**config.mk**
```make
export PLATFORM = sky130hd
export DESIGN_NAME = fetch_stage
export DESIGN_NICKNAME = d
export VERILOG_FILES = /design/src/rtl/cpu_pkg.sv /design/src/rtl/if_id_reg.sv /design/src/rtl/fetch_stage.sv
export SDC_FILE = /design/constraint.sdc
export NUM_CORES = 1
export LEC_CHECK = 0
export CAP_MARGIN = 40
export CORE_MARGIN = 2
export CORE_UTILIZATION = 30
export DETAILED_ROUTE_END_ITERATION = 10
export GPL_TIMING_DRIVEN = 0
export HOLD_SLACK_MARGIN = 0.06
export PLACE_DENSITY = 0.64
export SYNTH_ARGS = -nofsm -noshare
export SYNTH_HDL_FRONTEND = slang
export SYNTH_SLANG_ARGS = --single-unit
```
**constraint.sdc**
```tcl
create_clock -name clk -period 7 [get_ports clk]
set_clock_uncertainty 0.15 [all_clocks]
set_input_delay 1.4 -clock clk [delete_from_list [all_inputs] [get_ports clk]]
set_output_delay 1.4 -clock clk [all_outputs]
set_load 0.02 [all_outputs]
```
**src/rtl/cpu_pkg.sv**
```systemverilog
// cpu_pkg: shared fetch-stage types and constants.
//   fetch_state_t : fetch FSM state encoding
//   NOP_INSTR     : word delivered in place of a misaligned fetch
//   RESET_VECTOR  : fetch address out of reset
package cpu_pkg;
    typedef enum logic [1:0] {ISSUE, WAIT, DISCARD, HOLD} fetch_state_t;
    localparam logic [31:0] NOP_INSTR    = 32'h0000_0000;
    localparam logic [31:0] RESET_VECTOR = 32'h8000_0000;
endpackage

```
**src/rtl/if_id_reg.sv**
```systemverilog
// if_id_reg: IF/ID pipeline register, priority flush > stall > load > bubble.
//   clk, reset      : clock, asynchronous active-high reset
//   flush_i         : invalidate the entry
//   stall_i         : hold every field
//   load_i          : capture instr_i/pc_i/err_i as a valid entry
//   instr_i, pc_i   : delivered word and its address
//   err_i           : delivered word is a misaligned-fetch NOP
//   valid_o, instr_o, pc_o, pc4_o, err_o : registered IF/ID contents
module if_id_reg (
    input  logic        clk,
    input  logic        reset,
    input  logic        flush_i,
    input  logic        stall_i,
    input  logic        load_i,
    input  logic [31:0] instr_i,
    input  logic [31:0] pc_i,
    input  logic        err_i,
    output logic        valid_o,
    output logic [31:0] instr_o,
    output logic [31:0] pc_o,
    output logic [31:0] pc4_o,
    output logic        err_o
);
    always_ff @(posedge clk or posedge reset) begin
        if (reset) begin
            valid_o <= 1'b0;
            instr_o <= '0;
            pc_o    <= '0;
            pc4_o   <= '0;
            err_o   <= 1'b0;
        end else if (flush_i) begin
            valid_o <= 1'b0;
        end else if (!stall_i) begin
            // a bubble clears only valid; payload fields keep their value
            valid_o <= load_i;
            if (load_i) begin
                instr_o <= instr_i;
                pc_o    <= pc_i;
                pc4_o   <= pc_i + 32'd4;
                err_o   <= err_i;
            end
        end
    end
endmodule

```
**src/rtl/fetch_stage.sv**
```systemverilog
// fetch_stage: single-outstanding instruction fetch with skid buffer and PC hold.
//   clk, reset            : clock, asynchronous active-high reset
//   ia                    : current fetch address from the PC
//   stall                 : decode stall, IF/ID holds
//   flush                 : redirect, PC loads a new address this edge
//   pc_hold               : 1 keeps the PC on ia
//   imem_req, imem_addr   : memory request, issued on the edge it is high
//   imem_rvalid, imem_rdata : memory response
//   id_valid, id_instr, id_pc, id_pc4, id_fetch_err : IF/ID register
module fetch_stage
    import cpu_pkg::*;
#(
    parameter logic [31:0] RESET_PC = RESET_VECTOR
) (
    input  logic        clk,
    input  logic        reset,
    input  logic [31:0] ia,
    input  logic        stall,
    input  logic        flush,
    output logic        pc_hold,
    output logic        imem_req,
    output logic [31:0] imem_addr,
    input  logic        imem_rvalid,
    input  logic [31:0] imem_rdata,
    output logic        id_valid,
    output logic [31:0] id_instr,
    output logic [31:0] id_pc,
    output logic [31:0] id_pc4,
    output logic        id_fetch_err
);
    fetch_state_t state_q, state_d;
    logic [31:0]  skid_q, skid_d, instr;
    logic         skid_err_q, skid_err_d, err, deliver, misaligned, is_issue, is_hold;

    assign misaligned = |ia[1:0];
    assign is_issue   = state_q == ISSUE;
    assign is_hold    = state_q == HOLD;
    assign deliver    = (state_q == WAIT && imem_rvalid) || is_hold || (is_issue && misaligned);
    assign instr      = is_hold ? skid_q : is_issue ? NOP_INSTR : imem_rdata;
    assign err        = is_hold ? skid_err_q : is_issue;
    assign imem_req   = is_issue && !flush && !misaligned && !reset;
    assign imem_addr  = ia;
    assign pc_hold    = reset || (!flush && !(deliver && !stall));
    // the PC is held while a word waits, so ia is still the address of the skid entry
    assign skid_d     = (deliver && stall && !flush && !is_hold) ? instr : skid_q;
    assign skid_err_d = (deliver && stall && !flush && !is_hold) ? err : skid_err_q;

    always_comb begin
        state_d = state_q;
        case (state_q)
            ISSUE:   state_d = flush ? ISSUE : misaligned ? (stall ? HOLD : ISSUE) : WAIT;
            WAIT:    state_d = imem_rvalid ? ((stall && !flush) ? HOLD : ISSUE) : (flush ? DISCARD : WAIT);
            DISCARD: state_d = imem_rvalid ? ISSUE : DISCARD;
            HOLD:    state_d = (flush || !stall) ? ISSUE : HOLD;
            default: state_d = ISSUE;
        endcase
    end

    always_ff @(posedge clk or posedge reset) begin
        if (reset) begin
            state_q    <= ISSUE;
            skid_q     <= '0;
            skid_err_q <= 1'b0;
        end else begin
            state_q    <= state_d;
            skid_q     <= skid_d;
            skid_err_q <= skid_err_d;
        end
    end

    if_id_reg u_if_id (
        .clk     (clk),
        .reset   (reset),
        .flush_i (flush),
        .stall_i (stall),
        .load_i  (deliver),
        .instr_i (instr),
        .pc_i    (ia),
        .err_i   (err),
        .valid_o (id_valid),
        .instr_o (id_instr),
        .pc_o    (id_pc),
        .pc4_o   (id_pc4),
        .err_o   (id_fetch_err)
    );

    a_reset_pc: assert property (@(posedge clk) reset |-> ia == RESET_PC);
endmodule

```
=== After elaboration in Yosys (flattened, before gate mapping) ===
Index checks and enable logic that the tools add are counted.

* Bits in registers: 133
* Input port bits: 69
* Output and inout bits: 132

* Reductions and logical operators: 24
* Add/sub/neg operators: 1
* Eq/ne operators: 4
* Bitwise logic cells: 2
* Muxes and demuxes: 14

{| class="wikitable"
|+ Operators by type and width
! operator !! count
|-
| 2-to-1 mux 32 bit || 2
|-
| adder 32 x 3 -> 32 bit (second input constant) || 1
|-
| 2-to-1 mux 2 bit || 8
|-
| logical AND 1 bit || 11
|-
| case mux 2 bit (4 select lines) || 1
|-
| zero test 1 bit || 6
|-
| equality test 2 bit (second input constant) || 2
|-
| logical OR 1 bit || 4
|-
| 2-to-1 mux 1 bit || 3
|-
| AND reduction 3 bit || 1
|-
| equality test 2 x 1 -> 1 bit (second input constant) || 1
|-
| zero test 2 bit || 1
|-
| != test 2 x 1 -> 1 bit (second input constant) || 1
|-
| NOT 1 bit || 2
|-
| OR reduction 2 bit || 1
|}

=== Logic depth before layout (Yosys ltp) ===
* Depth in word-level cells: 8
* Mapped depth: 8
* Gate-level depth less buffers: 6

=== Hierarchy ===
From an unflattened synthesis, not the netlist that was laid out.

* Cell total of the unflattened synthesis: 586
* Area total of the unflattened synthesis: 6623.9 µm²

{| class="wikitable"
|+ Modules (own cells, without submodules)
! module !! cells each !! instances !! area each (µm²)
|-
| if_id_reg || 333 || 1 || 4136.5
|-
| fetch_stage || 253 || 1 || 2487.4
|}

=== Worst setup path before layout ===
Ideal clock, no wire load.

* Kind: input-to-output
* Start: input port reset
* End: output port pc_hold
* Data arrival time: 5.227 ns
* Stages on the path: 2
* Path buffers: 0
* Setup slack: 0.223 ns
* Cells stage by stage: inv_1 -> o21ai_0

* Cells in the longest elaborated chain, start to end: 1

{| class="wikitable"
|+ Ends and longest elaborated chain
! what !! line !! RTL
|-
| start: declaration || fetch_stage.sv:16 || <nowiki>input logic reset,</nowiki>
|-
| logical OR 1 bit || fetch_stage.sv:43 || <nowiki>assign pc_hold = reset || (!flush && !(deliver && !stall));</nowiki>
|-
| end: declaration || fetch_stage.sv:20 || <nowiki>output logic pc_hold,</nowiki>
|}

Every way passes these cells.

=== Worst setup path in the final report ===
* Start: input port reset
* End: output port imem_req

* Cells in the longest elaborated chain, start to end: 2

{| class="wikitable"
|+ Ends and longest elaborated chain
! what !! line !! RTL
|-
| zero test 1 bit (no source line) || -- ||
|-
| logical AND 1 bit || fetch_stage.sv:41 || <nowiki>assign imem_req = is_issue && !flush && !misaligned && !reset;</nowiki>
|-
| end: declaration || fetch_stage.sv:21 || <nowiki>output logic imem_req,</nowiki>
|}

Every way passes these cells.

==> results_dict.tcl <==
set metrics [dict create \
    status "complete, no violations" \
    cts_sinks 131 \
    first_pass_iters 4 \
    critPathKind "input port to output pin" \
    critical_path_arrival_ns 3.60 \
    pre_cts_ws_ns 1.77 \
    routedWlPerCell_um 16.2 \
    hold_violations 0 \
    drc_errors 0 \
    clock_latency_ns 0.42 \
    holdCritPathClass "register to register" \
    finalWorstSetupSlack_ns 1.85 \
    critical_path.cell_chain "clkdlybuf4s50_1, inv_6, buf_16, and3_1, clkdlybuf4s50_1" \
    antenna_found_initial 0 \
    critPathMaxFanout 70 \
    period_needed_ns 5.15 \
    netlist_instances 607 \
    setup_violations 0 \
    cts_setup_buffers 0 \
    via_count 5217 \
    yosysSeqAreaShare 0.528 \
    p_per_area_nw_per_um2 355 \
    final-seq-area_um2 3280 \
    dieHeight_um 148 \
    grt_pass1_wl_um 28900 \
    synth_cell_type_count 36 \
    critPathTopFamily "buffers and inverters" \
    area_delta_synth_final_pct 47.6 \
    coreArea_um2 20300 \
    synth.avg_cell_area_um2 10.2 \
    critical_path.slowest_cell "clkdlybuf4s50_1" \
    slew_headroom 0.547 \
    syn_nets 677 \
    worst_pin_slew_ns 0.680 \
    cts-hold-fix-buffers 0 \
    numPortBuffers 200 \
    setup_tns_ns 0 \
    cts_resized 0 \
    crit_path_frequent_cell "clkdlybuf4s50_1" \
    multi_input_area_um2 2450 \
    layout-drive-gt1-share 0.127 \
    dpl.hpwl_um 13000 \
    critPathMaxStageDelay_ns 0.60 \
    start_kind "input port" \
    grt_usage 0.168 \
    grt_max_degree 71 \
    fin_crit_sh 0.736 \
    cts_tree "built" \
    postRouteAntennaNets 0 \
    die_area_um2 21900 \
    cts_root_buffer "clkbuf_16" \
    drt_wl_total_um 18000 \
    clk_path_buf_depth 2 \
    cts_made_buffers 17 \
    ys_seq_elements 131 \
    ios 201 \
    fmax_mhz 194 \
    clk_pin_slew_ns 0.05 \
    routed_via_density 4.70 \
    netlist_area_um2 6210 \
    rsz0062_at_grt "no" \
    core.rowCount 52 \
    layout.nets 897 \
    die_w_um 148 \
    max-cap-violations 0 \
    drv_slew 0 \
    vdd.ir_drop.worst_v 0.000163 \
    start_util 0.306 \
    drt_iter0_markers 196 \
    htreeDepth 4 \
    grt_pass1_vias 5207 \
    gp_congestion 0.739 \
    cp-end-kind "output pin" \
    power.leakage_uw 0.00393 \
    grt_overflow 0 \
    final_util 0.452 \
    cp_data_required_time_ns 5.45 \
    cp_num_buf_inv 4 \
    antenna_cells 0 \
    fillers 2018 \
    ys_warn_count 0 \
]
-- logic make-up after synthesis --
family | after synthesis | synth area share
multiplexers | 41 | 0.0741
XOR/XNOR | 29 | 0.0421
flip-flops | 131 | 0.528
buffers and inverters | 79 | 0.0781
AO/OA/AOI/OAI | 129 | 0.130
adder cells (fa/ha/maj) | 1 | 0.00201
AND/OR/NAND/NOR | 197 | 0.146
-- final timing paths --
kind / from / to / slack (ns) / depth (start not counted)
max: reset / imem_req / 1.85 / 5
max in group asynchronous: reset / u_if_id.pc_o[26] / 4.63 / 3
min in group asynchronous: reset / u_if_id.pc_o[2] / 1.32 / 2
max reg2reg: state_q[1] / u_if_id.pc_o[6] / 4.68 / 6
min reg2reg: u_if_id.pc4_o[30] / u_if_id.pc4_o[30] / 0.33 / 2
min: u_if_id.pc4_o[30] / u_if_id.pc4_o[30] / 0.33 / 2
-- worst min-delay path: cells and delay by family, from the launching register on --
family	cells	cell delay [ns]
compound gates	1	0.06
simple gates	1	0.04
flops	1	0.34
-- synth_stat cells --
cell        n  area, um^2
nand3_1    37         185
nor2b_1     3        18.8
nand2_2     1        6.26
nor2_4      1        11.3
nor4_2      1        12.5
nor3_1      3        15.0
inv_1       7        26.3
ha_1        1        12.5
o31ai_1     1        7.51
xor2_1     16         140
mux2_1     30         338
a22oi_1    32         240
nor3_4      2        32.5
buf_4      36         270
nor3b_1     1        7.51
buf_6       5        56.3
nor3_2      2        20.0
clkbuf_1   18        67.6
a21oi_1     5        25.0
nor2_1     14        52.6
o21ai_1     4        20.0
mux2i_1     1        10.0
xor2_2      1        16.3
xnor2_1    12         105
or3_1       1        6.26
and2_1      1        6.26
a22o_1     20         175
o21bai_1    1        7.51
and3_1      3        18.8
nand2_1   116         435
nand4_1     9        56.3
mux2_2     10         113
nand4_2     2        25.0
buf_2      13        65.1
o21ai_0    66         330
dfrtp_1   131        3280
-- cell usage in the layout (no fill, tap or decap), types with 2 or more instances in the layout --
cell,netlist,routed
o21ai_0,66,66
mux2_2,10,10
xor2_1,16,16
a21oi_1,5,5
dfrtp_1,131,131
clkbuf_16,0,17
buf_6,5,5
inv_1,7,6
nor3_4,2,2
nand2_1,116,116
xnor2_1,12,12
nand4_2,2,2
nor2_1,14,14
mux2_1,30,30
buf_2,13,13
and3_1,3,3
clkbuf_1,18,19
nor3_2,2,2
nor2b_1,3,3
clkbuf_8,0,4
o21ai_1,4,4
clkinvlp_4,0,5
buf_4,36,36
nor3_1,3,3
nand4_1,9,9
clkdlybuf4s50_1,0,200
a22o_1,20,20
a22oi_1,32,32
nand3_1,37,37
inv_6,0,3
-- cell type report --
| type | count | share of cell area |
|---|---|---|
| buffer | 72 | 0.0501 |
| tap | 270 | 0.0368 |
| clock buffer | 22 | 0.0528 |
| sequential | 131 | 0.358 |
| multi-input combinational | 397 | 0.267 |
| clock inverter | 10 | 0.0108 |
| timing repair buffer | 201 | 0.221 |
| inverter | 7 | 0.00341 |
-- through the flow --
step	cells	instance area [um^2]	total power (uW)	hold WS [ns]
floorplan	607	6210	1780	0.296
global route	1110	9170	3440	0.344
CTS	1110	9170	3290	0.330
detailed placement	1078	8590	2400	0.314
global placement	1077	8550	2380	0.309
finish	1110	9170	3260	0.326
-- metal layers --
layer  part of all wire  up-vias  track usage
li1                   -     2520            -
met1               0.45     2521        0.222
met2               0.46      161        0.271
met3              0.073       15       0.0543
met4              0.011        0       0.0400
met5                  0        -            0
-- sequential cells by signal (all words and copies together) (netlist names) --
| signal | count |
|---|---|
| skid_err_q | 1 |
| skid_q | 32 |
| state_q | 2 |
| u_if_id.err_o | 1 |
| u_if_id.instr_o | 32 |
| u_if_id.pc4_o | 32 |
| u_if_id.pc_o | 30 |
| u_if_id.valid_o | 1 |
-- report_power, final --
group | switching [uW] | internal [uW] | total, uW
clock network | 349 | 528 | 878
logic | 633 | 585 | 1220
registers | 144 | 1020 | 1160
Power figures use the tool's default switching activity.
==> RTL change, RTL diff (same flow settings) <==
The 4 states of `fetch_state_t` get a one-hot encoding in 4 bits.
--- a/src/rtl/cpu_pkg.sv
+++ b/src/rtl/cpu_pkg.sv
@@ -3,7 +3,7 @@
 //   NOP_INSTR     : word delivered in place of a misaligned fetch
 //   RESET_VECTOR  : fetch address out of reset
 package cpu_pkg;
-    typedef enum logic [1:0] {ISSUE, WAIT, DISCARD, HOLD} fetch_state_t;
+    typedef enum logic [3:0] {ISSUE = 4'b0001, WAIT = 4'b0010, DISCARD = 4'b0100, HOLD = 4'b1000} fetch_state_t;
     localparam logic [31:0] NOP_INSTR    = 32'h0000_0000;
     localparam logic [31:0] RESET_VECTOR = 32'h8000_0000;
 endpackage
Check against the original RTL: no difference found for any inputs over 4 cycles, from zero or initial values and one cycle with reset high; so few cycles prove little.
==> RTL change against the unedited design <==
Sequential power decreased by 5%; setup slack improved by 0.084 ns; first-iteration DRC count up 47%; cell area shrank 2.1%; combinational power is 16% lower; sequential cell count grew 2; synthesized area is 2.4% lower; routed wire length increased by 2.6%; register-to-register slack lost 0.44 ns; critical path depth did not move; power fell by 9.5%; highest routed layer unchanged.
==> RTL change: results (changes against the unedited design) <==
* Total GRT Usage at 17.3% (was 16.8%)
* Non-clk buf share at 27.4% (was 27.1%)
* Buffers excl. clock at 272 (was 273)
* Seq cells at 133 (was 131)
* First-pass GRT wire length at 29000 um (was 28900 um)
* Inverters at 4 (was 7)
* Iteration-0 DRC count of the detailed router at 289 (was 196)
* Peak Freq at 197 MHz (was 194 MHz)
* Register area share after synthesis at 54.9% (was 52.8%)
* Fraction of area in multi-input gates at 25.5% (was 26.7%)
* Critical Path Sink: pc_hold (was imem_req)
* Slowest cell on the critical path: clkdlybuf4s50_1 (unchanged)
* Reg2Reg Capture Point: u_if_id.pc_o[14] (was u_if_id.pc_o[6])
* Pin count of the biggest net entering global routing at 78 (was 71)
* Unique cell type count in the Yosys netlist at 38 (was 36)
* Syn_nets at 687 (was 677)
* RR Startpoint: state_q[0] (was state_q[1])
* Largest registers: skid_q: 32 flops, u_if_id.instr_o: 32 flops, u_if_id.pc4_o: 32 flops (unchanged)
* Post-synth top cells: 132 x dfrtp_1, 109 x nand2_1, 71 x nor2_1 (was 131 x dfrtp_1, 116 x nand2_1, 66 x o21ai_0)
* CLK BUF at 20 (was 22)
* Nets at 908 (was 897)
* Fillcell total at 2015 (was 2018)
* Multi-input combinational cell count at 410 (was 397)
* Top cells by area, synth: dfrtp_1 54%, nand2_1 6.7%, mux2_1 5.9% (was dfrtp_1 53%, nand2_1 7.0%, mux2_1 5.4%)
* Crit path launch: reset (unchanged)
* WP data required at 5.45 ns (about the same)
* GP Congestion at 0.794 (was 0.739)
* Maximum clock path buffer count at 2 (unchanged)
* Sequential cell area share at 37.1% (was 35.8%)
* Clock network area share at 5.93% (was 6.36%)
* Reg2Reg Setup Slack at 4.24 ns (was 4.68 ns)
* Leak at 3.62 nW (was 3.93 nW)
* Hold EP: skid_q[28] (was u_if_id.pc4_o[30])
* Hold Path Origin: skid_q[28] (was u_if_id.pc4_o[30])
* First-pass DRT Iterations at 5 (was 4)
* Worst hold slack at 0.329 ns (was 0.326 ns)
* Status: completed (unchanged)
* Register-to-Register Path Depth at 7 (was 6)
* Vias per cell at 4.75 (was 4.70)
* Worst-path clk slew at 0.06 ns
* Layout cells sized above 1 at 10.5% (was 12.7%)
* Hpwl dp at 13200 um (was 13000 um)
* DR WL/cell at 16.5 um (was 16.2 um)
* H-tree Lvls at 4 (unchanged)
* Peak supply drop at 0.170 mV (was 0.163 mV)
* Port Buffers at 200 (unchanged)
* Slew @ Worst Pin at 0.585 ns (was 0.680 ns)
* Vias in the first global route at 5138 (was 5207)
* Worst Path Max Fanout at 77 (was 70)
==> RTL change: changes by cell type in the layout (fill, tap and decap cells not counted), moves of 10 or more <==
cell / change
o21ai_0: -34
a22oi_1: -32
a31oi_1: +32
a22o_1: -19
nand3_1: -29
nor4_1: +10
nor2_1: +57
a21oi_1: +27
==> RTL change: worst register-to-register path: cells and delay by family (launching register included) <==
kind	cells	cell delay, ns
AOI/OAI and AO/OA	2	0.46
buffers and inverters	3	0.77
DFF	1	0.53
muxes	1	0.35
and+or+nand+nor	1	0.38
==> RTL change: routing by layer <==
| metal | part of all wire (%) | wire, um | GRT usage, % | vias up |
|---|---|---|---|---|
| li1 | - | - | - | 2519 |
| met1 | 45 | 8260 | 23.0 | 2567 |
| met2 | 45 | 8370 | 27.1 | 215 |
| met3 | 8.9 | 1640 | 6.22 | 15 |
| met4 | 1.1 | 207 | 4.47 | 0 |
| met5 | 0 | 0 | 0 | - |
==> RTL change: kinds of logic (layout without fill, tap and decap cells) <==
family	Yosys count	in the layout	synth area share, %
buf+inv	74	306	7.30
mux	34	34	6.29
flops	133	133	54.9
compound gates	106	106	9.78
simple gates	240	240	17.3
fa+ha+maj	1	1	0.206
xor+xnor	29	29	4.19
==> RTL change: power breakdown <==
| group | switching (mW) | leakage, nW | internal (mW) |
|---|---|---|---|
| sequential | 0.119 | 1.59 | 0.986 |
| clock | 0.330 | 0.253 | 0.489 |
| combinational | 0.531 | 1.77 | 0.491 |
==> RTL change: stage by stage <==
stage                     TNS [ns]  util, %  setup WS (ns)  cell area (um^2)  cells
after global placement      -37.71     41.9          -1.73              8400   1087
final                            0     44.8           1.93              8970   1119
after floorplan                  0        -          0.183              6060    617
after global routing             0     44.8           1.68              8970   1119
after CTS                        0     44.8           1.83              8970   1119
after detailed placement         0     42.1           1.84              8440   1089
